--- config.mk ---
export PLATFORM = sky130hd
export DESIGN_NAME = issue_scoreboard
export DESIGN_NICKNAME = d
export VERILOG_FILES = /design/src/rtl/sb_pkg.sv /design/src/rtl/sb_wb_pipe.sv /design/src/rtl/issue_scoreboard.sv
export SDC_FILE = /design/constraint.sdc
export NUM_CORES = 1
export LEC_CHECK = 0
export BUFFER_PORTS_ARGS = -buffer_cell sky130_fd_sc_hd__buf_2
export CORE_ASPECT_RATIO = 0.5
export CORE_UTILIZATION = 40
export DETAILED_ROUTE_END_ITERATION = 7
export GPL_TIMING_DRIVEN = 0
export PLACE_DENSITY = 0.63
export SYNTH_ARGS = -nofsm -noshare
export SYNTH_HDL_FRONTEND = slang
export SYNTH_SLANG_ARGS = --single-unit
export TNS_END_PERCENT = 100
--- constraint.sdc ---
create_clock -name clk -period 2.6 [get_ports clk]
set_input_delay 0.26 -clock clk [delete_from_list [all_inputs] [get_ports clk]]
set_output_delay 0.26 -clock clk [all_outputs]
set_load 0.02 [all_outputs]
--- src/rtl/sb_pkg.sv ---
// Shared types and constants for the dual-issue register scoreboard.
package sb_pkg;

    localparam int unsigned NREGS = 32;
    localparam int unsigned REG_W = 5;

    typedef enum logic [1:0] {
        StIdle  = 2'd0,
        StRun   = 2'd1,
        StStall = 2'd2
    } sb_state_e;

    typedef struct packed {
        logic             valid;
        logic [REG_W-1:0] rd;
    } sb_entry_t;

    // One-hot register mask; x0 never maps to a bit so it can never be busy.
    function automatic logic [NREGS-1:0] reg_mask(input logic [REG_W-1:0] idx);
        reg_mask = '0;
        if (idx != '0) begin
            reg_mask[idx] = 1'b1;
        end
    endfunction

endpackage

--- src/rtl/sb_wb_pipe.sv ---
// Writeback shift pipeline for one issue slot; the tail stage is the
// register-file write presented to the datapath.
module sb_wb_pipe
    import sb_pkg::*;
#(
    parameter int unsigned WB_LAT = 2
) (
    input  logic      clk,
    input  logic      n_rst,
    input  logic      flush,
    input  sb_entry_t in_entry,
    output sb_entry_t tail
);

    sb_entry_t stage_q [WB_LAT];

    always_ff @(posedge clk or negedge n_rst) begin
        if (!n_rst) begin
            stage_q <= '{default: '0};
        end else if (flush) begin
            stage_q <= '{default: '0};
        end else begin
            stage_q[0] <= in_entry;
            for (int unsigned i = 1; i < WB_LAT; i++) begin
                stage_q[i] <= stage_q[i-1];
            end
        end
    end

    assign tail = stage_q[WB_LAT-1];

endmodule

--- src/rtl/issue_scoreboard.sv ---
// Dual-slot in-order issue scoreboard with per-slot writeback pipelines.
// Define SB_WB_BYPASS_EN to treat registers being written back this cycle as free.
module issue_scoreboard
    import sb_pkg::*;
#(
    parameter int unsigned WB_LAT = 2,
    parameter int unsigned CNT_W  = 16
) (
    input  logic                   clk,
    input  logic                   n_rst,
    input  logic                   ins0_valid,
    input  logic [REG_W-1:0]       ins0_rd,
    input  logic [REG_W-1:0]       ins0_rs1,
    input  logic [REG_W-1:0]       ins0_rs2,
    input  logic                   ins0_wen,
    input  logic                   ins1_valid,
    input  logic [REG_W-1:0]       ins1_rd,
    input  logic [REG_W-1:0]       ins1_rs1,
    input  logic [REG_W-1:0]       ins1_rs2,
    input  logic                   ins1_wen,
    input  logic                   flush,
    output logic                   issue0,
    output logic                   issue1,
    output logic                   wb0_valid,
    output logic                   wb1_valid,
    output logic [REG_W-1:0]       wb0_rd,
    output logic [REG_W-1:0]       wb1_rd,
    output logic [NREGS-1:0]       busy,
    output logic [1:0]             state,
    output logic [CNT_W-1:0]       stall_cnt
);

    logic [NREGS-1:0] busy_q, busy_d, busy_eff;
    logic [NREGS-1:0] wb_mask, set_mask;
    logic [NREGS-1:0] need0, need1;
    logic             pair_hz, stall;
    sb_entry_t        tail0, tail1, in0, in1;
    sb_state_e        state_q, state_d;
    logic [CNT_W-1:0] cnt_q, cnt_d;

    assign wb_mask = (tail0.valid ? reg_mask(tail0.rd) : '0)
                   | (tail1.valid ? reg_mask(tail1.rd) : '0);

`ifdef SB_WB_BYPASS_EN
    assign busy_eff = busy_q & ~wb_mask;
`else
    assign busy_eff = busy_q;
`endif

    assign need0 = reg_mask(ins0_rs1) | reg_mask(ins0_rs2)
                 | (ins0_wen ? reg_mask(ins0_rd) : '0);
    assign need1 = reg_mask(ins1_rs1) | reg_mask(ins1_rs2)
                 | (ins1_wen ? reg_mask(ins1_rd) : '0);

    // Slot 0 writing a register slot 1 touches forces slot 1 to wait a cycle.
    assign pair_hz = ins0_wen && (ins0_rd != '0)
                   && ((ins0_rd == ins1_rs1) || (ins0_rd == ins1_rs2) || (ins0_rd == ins1_rd));

    assign issue0 = ins0_valid && !flush && ((need0 & busy_eff) == '0);
    assign issue1 = ins1_valid && issue0 && !pair_hz && ((need1 & busy_eff) == '0);

    assign in0 = '{valid: issue0 && ins0_wen && (ins0_rd != '0), rd: ins0_rd};
    assign in1 = '{valid: issue1 && ins1_wen && (ins1_rd != '0), rd: ins1_rd};

    assign set_mask = (in0.valid ? reg_mask(in0.rd) : '0)
                    | (in1.valid ? reg_mask(in1.rd) : '0);

    // Set is applied after clear so a same-cycle reissue keeps the register busy.
    always_comb begin
        busy_d = (busy_q & ~wb_mask) | set_mask;
        if (flush) begin
            busy_d = '0;
        end
    end

    always_ff @(posedge clk or negedge n_rst) begin
        if (!n_rst) begin
            busy_q <= '0;
        end else begin
            busy_q <= busy_d;
        end
    end

    sb_wb_pipe #(.WB_LAT(WB_LAT)) u_pipe0 (
        .clk      (clk),
        .n_rst    (n_rst),
        .flush    (flush),
        .in_entry (in0),
        .tail     (tail0)
    );

    sb_wb_pipe #(.WB_LAT(WB_LAT)) u_pipe1 (
        .clk      (clk),
        .n_rst    (n_rst),
        .flush    (flush),
        .in_entry (in1),
        .tail     (tail1)
    );

    assign stall = ins0_valid && !issue0;

    always_comb begin
        state_d = StIdle;
        if (!ins0_valid) begin
            state_d = StIdle;
        end else if (issue0) begin
            state_d = StRun;
        end else begin
            state_d = StStall;
        end
    end

    always_comb begin
        cnt_d = cnt_q;
        if (stall && (cnt_q != '1)) begin
            cnt_d = cnt_q + CNT_W'(1);
        end
    end

    always_ff @(posedge clk or negedge n_rst) begin
        if (!n_rst) begin
            state_q <= StIdle;
            cnt_q   <= '0;
        end else begin
            state_q <= state_d;
            cnt_q   <= cnt_d;
        end
    end

    assign wb0_valid = tail0.valid;
    assign wb0_rd    = tail0.rd;
    assign wb1_valid = tail1.valid;
    assign wb1_rd    = tail1.rd;
    assign busy      = busy_q;
    assign state     = state_q;
    assign stall_cnt = cnt_q;

endmodule

; ---- Word-level counts from Yosys, hierarchy flattened
; Index checks and enable logic that the tools add are counted.
[totals]
input_bits = 37
out_inout_bits = 64
wordCells = 114
reg_bits = 74
[op_classes]
n_bitwise = 11
n_eq_ne = 4
add_sub_neg = 1
n_reduce_logical = 36
n_mux = 35
magnitude_cmp = 16
[op_table]
columns = cell, count
row1 = two-way mux 32 bit, 15
row2 = bitwise OR 32 bit, 7
row3 = AND 32 bit, 3
row4 = zero test 32 bit, 2
row5 = < comparator 5 x 6 -> 1 bit (second input constant), 8
row6 = demux 1 bit (select 5 bit), 8
row7 = greater-or-equal comparator 5 x 1 -> 1 bit (second input constant), 8
row8 = nonzero test 5 bit, 8
row9 = NOT 32 bit, 1
row10 = two-way mux 12 bit, 2
row11 = logical AND 1 bit, 21
row12 = adder 16 x 1 -> 16 bit (second input constant), 1
row13 = inequality test 16 bit (second input constant), 1
row14 = == test 5 bit, 3
row15 = two-way mux 1 bit, 8
row16 = two-way mux 2 bit, 2
row17 = zero test 1 bit, 3
row18 = logical OR 1 bit, 2

; ---- Longest topological paths before layout
[depth]
ltp_word = 19
depth_mapped = 13
ltp_nobuf = 8

; ---- Modules after synthesis
; A second synthesis with hierarchy kept.
[hier_totals]
hier_cells = 779
hier_area_um2 = 6650.1
[by_module_without_submodules]
columns = mod, n_inst, area_each_um2, cells_per_inst
row1 = issue_scoreboard, 1, 5706.7, 717
row2 = sb_wb_pipe, 2, 471.7, 31

; ---- Least setup slack after synthesis
; Ideal clock, no wire load.
[synth_timing]
kind = register -> output
startpoint = register busy_q[17] (netlist: busy[17])
endpoint = output port issue1
slack_ps = 81
required_time_ps = 2340
n_path_buf = 3
t_arrival_ps = 2259
path_stages_with_launch = 10
cell_sequence = dfrtp_1 > and4b_1 > a311o_1 > nor4_1 > and4_1 > and3_1 > buf_6 > buf_12 > buf_4 > and2_1
[synth_via]
elab_chain_len = 6
[synth_lines]
columns = element, line
row1 = start: declaration, issue_scoreboard.sv:33  ; logic [NREGS-1:0] busy_q, busy_d, busy_eff;
row2 = start signal: assignment, issue_scoreboard.sv:80  ; busy_q <= busy_d;
row3 = AND 32 bit, issue_scoreboard.sv:59  ; assign issue0 = ins0_valid && !flush && ((need0 & busy_eff) == '0);
row4 = zero test 32 bit, issue_scoreboard.sv:59
row5 = logical AND 1 bit, issue_scoreboard.sv:59
row6 = net issue0, issue_scoreboard.sv:22  ; output logic issue0,
row7 = logical AND 1 bit (3 in a row), issue_scoreboard.sv:60  ; assign issue1 = ins1_valid && issue0 && !pair_hz && ((need1 & busy_eff) == '0);
row8 = end: declaration, issue_scoreboard.sv:23  ; output logic issue1,
; The timed path passes the listed nets, and every way through them passes these cells.

; ---- Final worst setup path
[layout_timing]
startpoint = register busy_q[25] (netlist: busy[25])
endpoint = output port issue1
[layout_via]
elab_chain_len = 6
[layout_lines]
columns = element, line
row1 = AND 32 bit, issue_scoreboard.sv:59
row2 = zero test 32 bit, issue_scoreboard.sv:59
row3 = logical AND 1 bit, issue_scoreboard.sv:59
row4 = logical AND 1 bit (2 in a row), issue_scoreboard.sv:60
row5 = logical AND 1 bit *, issue_scoreboard.sv:60
; Mark *: on every way between the ends. The rest lies on a longest branch, timed or not.

==> impl_metrics.yaml <==
run_status:
  status: "finished with violations"
  violations: "negative setup slack"
drt:
  via_per_inst: 6.741
  ant_nets: 0
  wl_um: 28880
  vias: 7584
  wl_per_cell_um: 25.67
  drc: 0
  drt_iter0_markers: 931
  drtPass1Iterations: 8
grt:
  grt_first_pass_wirelength_um: 42790
  overflow: 0
  grt_max_degree: 74
  grt_usage_pct: 33.98
  grt_pass1_vias: 7023
  antenna_found_initial: 2
timing:
  maxSlewViolCount: 0
  finalHoldWorstSlack_ns: 0.2664
  setup_violations: 45
  period_share_pct: 113.9
  period_minus_slack_ns: 2.961
  fin_worst_skew_ns: 0.004208
  hold_viol: 0
  worst_pin_slew_ns: 1.108
  fin_ws_ns: -0.3609
  slew_headroom_pct: 26.00
  fmax_mhz: 337.7
  rsz0062_at_grt: "yes"
synthesis:
  synth_fa_ha_area_share_pct: 0.1946
  postSynthAreaPerCell_um2: 8.298
  synth-simple-area-share_pct: 36.95
  yosysWarnings: 0
  async_flop_share_pct: 100.0
  netlist_instances: 775
  synth_fp_nets: 813
  synth_top_family_by_area: "simple AND/OR/NAND/NOR gates"
  synth-seq-area-share_pct: 28.79
  synthXorXnorAreaFrac_pct: 3.930
  synth_compound_area_share_pct: 20.62
  yosys-mux-area-fraction_pct: 2.432
  yosys.area.top_type_share_pct: 28.79
  ys_ff_latch: 74
  synth_common_cells: "dfrtp_1 (74), nand2_1 (48), nor2_1 (41)"
  synth-edff-count: 0
  syn_area_um2: 6431
  ys_types: 76
  synth_top_area_cell: "dfrtp_1"
  ys_top_cells_by_area: "dfrtp_1 (29%), nor2b_1 (3.4%), nand3b_1 (3.0%), nand2_1 (2.8%), nor3_1 (2.7%)"
  yosysMostFrequentCell: "dfrtp_1"
  synth_flop_cell: "dfrtp_1"
clock_network:
  h-tree-depth: 3
  clockBufferDepth: 2
  clock_latency_ns: 0.34
  clk_pin_slew_ns: 0.06
  numCtsBuffers: 9
  cts_tree: "yes"
  root_buffer: "clkbuf_16"
  clock-sinks: 74
placement:
  pre_cts_ws_ns: -0.4869
  routabilityCongestion: 1.010
  hpwl_um: 19130
  placed_area_um2: 7157
  portBuffers: 88
die:
  row_count: 32
  dieWidth_um: 181.3
  initial_utilization_pct: 41.29
  coreArea_um2: 15570
  ios: 101
  die_h_um: 91.66
  die_area_um2: 16620
worst_setup_path:
  path_class: "reg -> out"
  crit_arrival_ns: 2.70
  cp-start-kind: "flip-flop"
  cpLargestDelayFamily: "simple AND/OR/NAND/NOR gates"
  required_ns: 2.34
  cp_max_fo: 4
  slowest_delay_ns: 0.48
  worst_setup_path_end_kind: "output pin"
  crit_chain: "nor4bb_2, a31oi_1, o32ai_1, nor4_1, and4_1, and3_4, buf_12, buf_8, and2_4, buf_6"
  crit_buf_inv: 3
  cpMaxStageDelayCell: "dfrtp_2"
finish:
  syn_to_final_growth_pct: 28.25
  final_nets: 954
  postLayoutCoreUtil_pct: 52.96
  diodes: 0
  fin_area_um2: 8248
  drive_gt1_share_pct: 31.27
power_and_ir_drop:
  p_leak_uw: 0.003388
  p_per_area_nw_per_um2: 444.6
  ir_drop_mv: 0.5683
flow_run:
  maxCapViolCount: 0
min_path:
  worst_hold_path_type: "in -> async"
layer usage:
layer / share of wire, % / vias to the layer above / track usage [%]
met4: 5.2 / 6 / 15.47
met5: 0.32 / - / 0
met1: 40 / 3644 / 46.49
met3: 14 / 127 / 11.20
li1: - / 3229 / -
met2: 40 / 578 / 48.27
layout by cell type (no fill, tap or decap), types with 11 or more instances in the layout:
cell and n:
nand3b_1 26, a21oi_1 23, nand2b_1 26, nand2_1 48, or3_1 14, inv_1 12, nor2_1 41, o21ai_2 18
dfrtp_2 20, o22ai_1 24, nand3_1 29, a22oi_1 17, buf_4 43, a221oi_1 14, o21ai_0 22, o32ai_1 13
clkbuf_1 23, xor2_1 19, nor2b_1 35, dfrtp_1 54, buf_2 110, buf_6 11, nor3_1 30, nand4_1 26
a31oi_1 11
registers in the layout, indices dropped and copies added (netlist names):
| signal | cells |
|---|---|
| busy | 32 |
| stall_cnt | 16 |
| u_pipe0.stage_q | 6 |
| u_pipe0.tail | 6 |
| u_pipe1.stage_q | 6 |
| u_pipe1.tail | 6 |
| state | 2 |
metrics by stage:
stage	setup TNS, ns	instances	total power (µW)
after floorplan	0	775	1805
after global placement	-13.23	1067	2072
after detailed placement	-11.21	1068	2082
after CTS	-4.398	1109	3559
after global routing	-9.256	1125	3782
final	-9.075	1125	3667
final timing paths:
check | end | from | slack [ns] | cells past startpoint
hold / removal | busy[18]$_DFF_PN0_ | n_rst | 0.27 | 2
hold reg to reg | u_pipe1.tail[1]$_DFF_PN0_ | u_pipe1.stage_q[7]$_DFF_PN0_ | 0.46 | 1
setup / recovery | issue1 | busy[25]$_DFF_PN0_ | -0.36 | 10
max in group asynchronous | busy[9]$_DFF_PN0_ | n_rst | 1.77 | 3
setup reg to reg | busy[10]$_DFF_PN0_ | busy[25]$_DFF_PN0_ | -0.26 | 10
min in group clk | state[1]$_DFF_PN0_ | ins0_valid | 0.27 | 2
area by class of cell:
cell class                      instances  area, µm²
Timing Repair Buffer                  131      893.4
Clock inverter                          6      112.6
Multi-Input combinational cell        614       4413
Sequential cell                        74       1877
Inverter                               14      52.55
Fill cell                            1478       7327
Tap cell                              204      255.2
Buffer                                 72      415.4
Clock buffer                           10      229.0
timing repair:
| action | in CTS | in global routing |
|---|---|---|
| setup endpoints to repair | 51 | 52 |
| resized for setup | 56 | 56 |
| pin swaps | 12 | 18 |
| hold buffers | 1 | 0 |
| setup buffers | 24 | 17 |
| hold endpoints to repair | 74 | 0 |
cell families after synthesis:
group	count (synthesis)
fa+ha+maj	1
xor+xnor	28
flops	74
mux	15
compound gates	189
simple gates	381
buf+inv	87
power by group:
group | switching, µW | internal, µW | total (µW) | leakage, µW
sequential | 98.6 | 1230 | 1330 | 0.000965
clock | 507 | 943 | 1450 | 0.000167
combinational | 561 | 329 | 891 | 0.00226
Power figures use the tool's default switching activity.
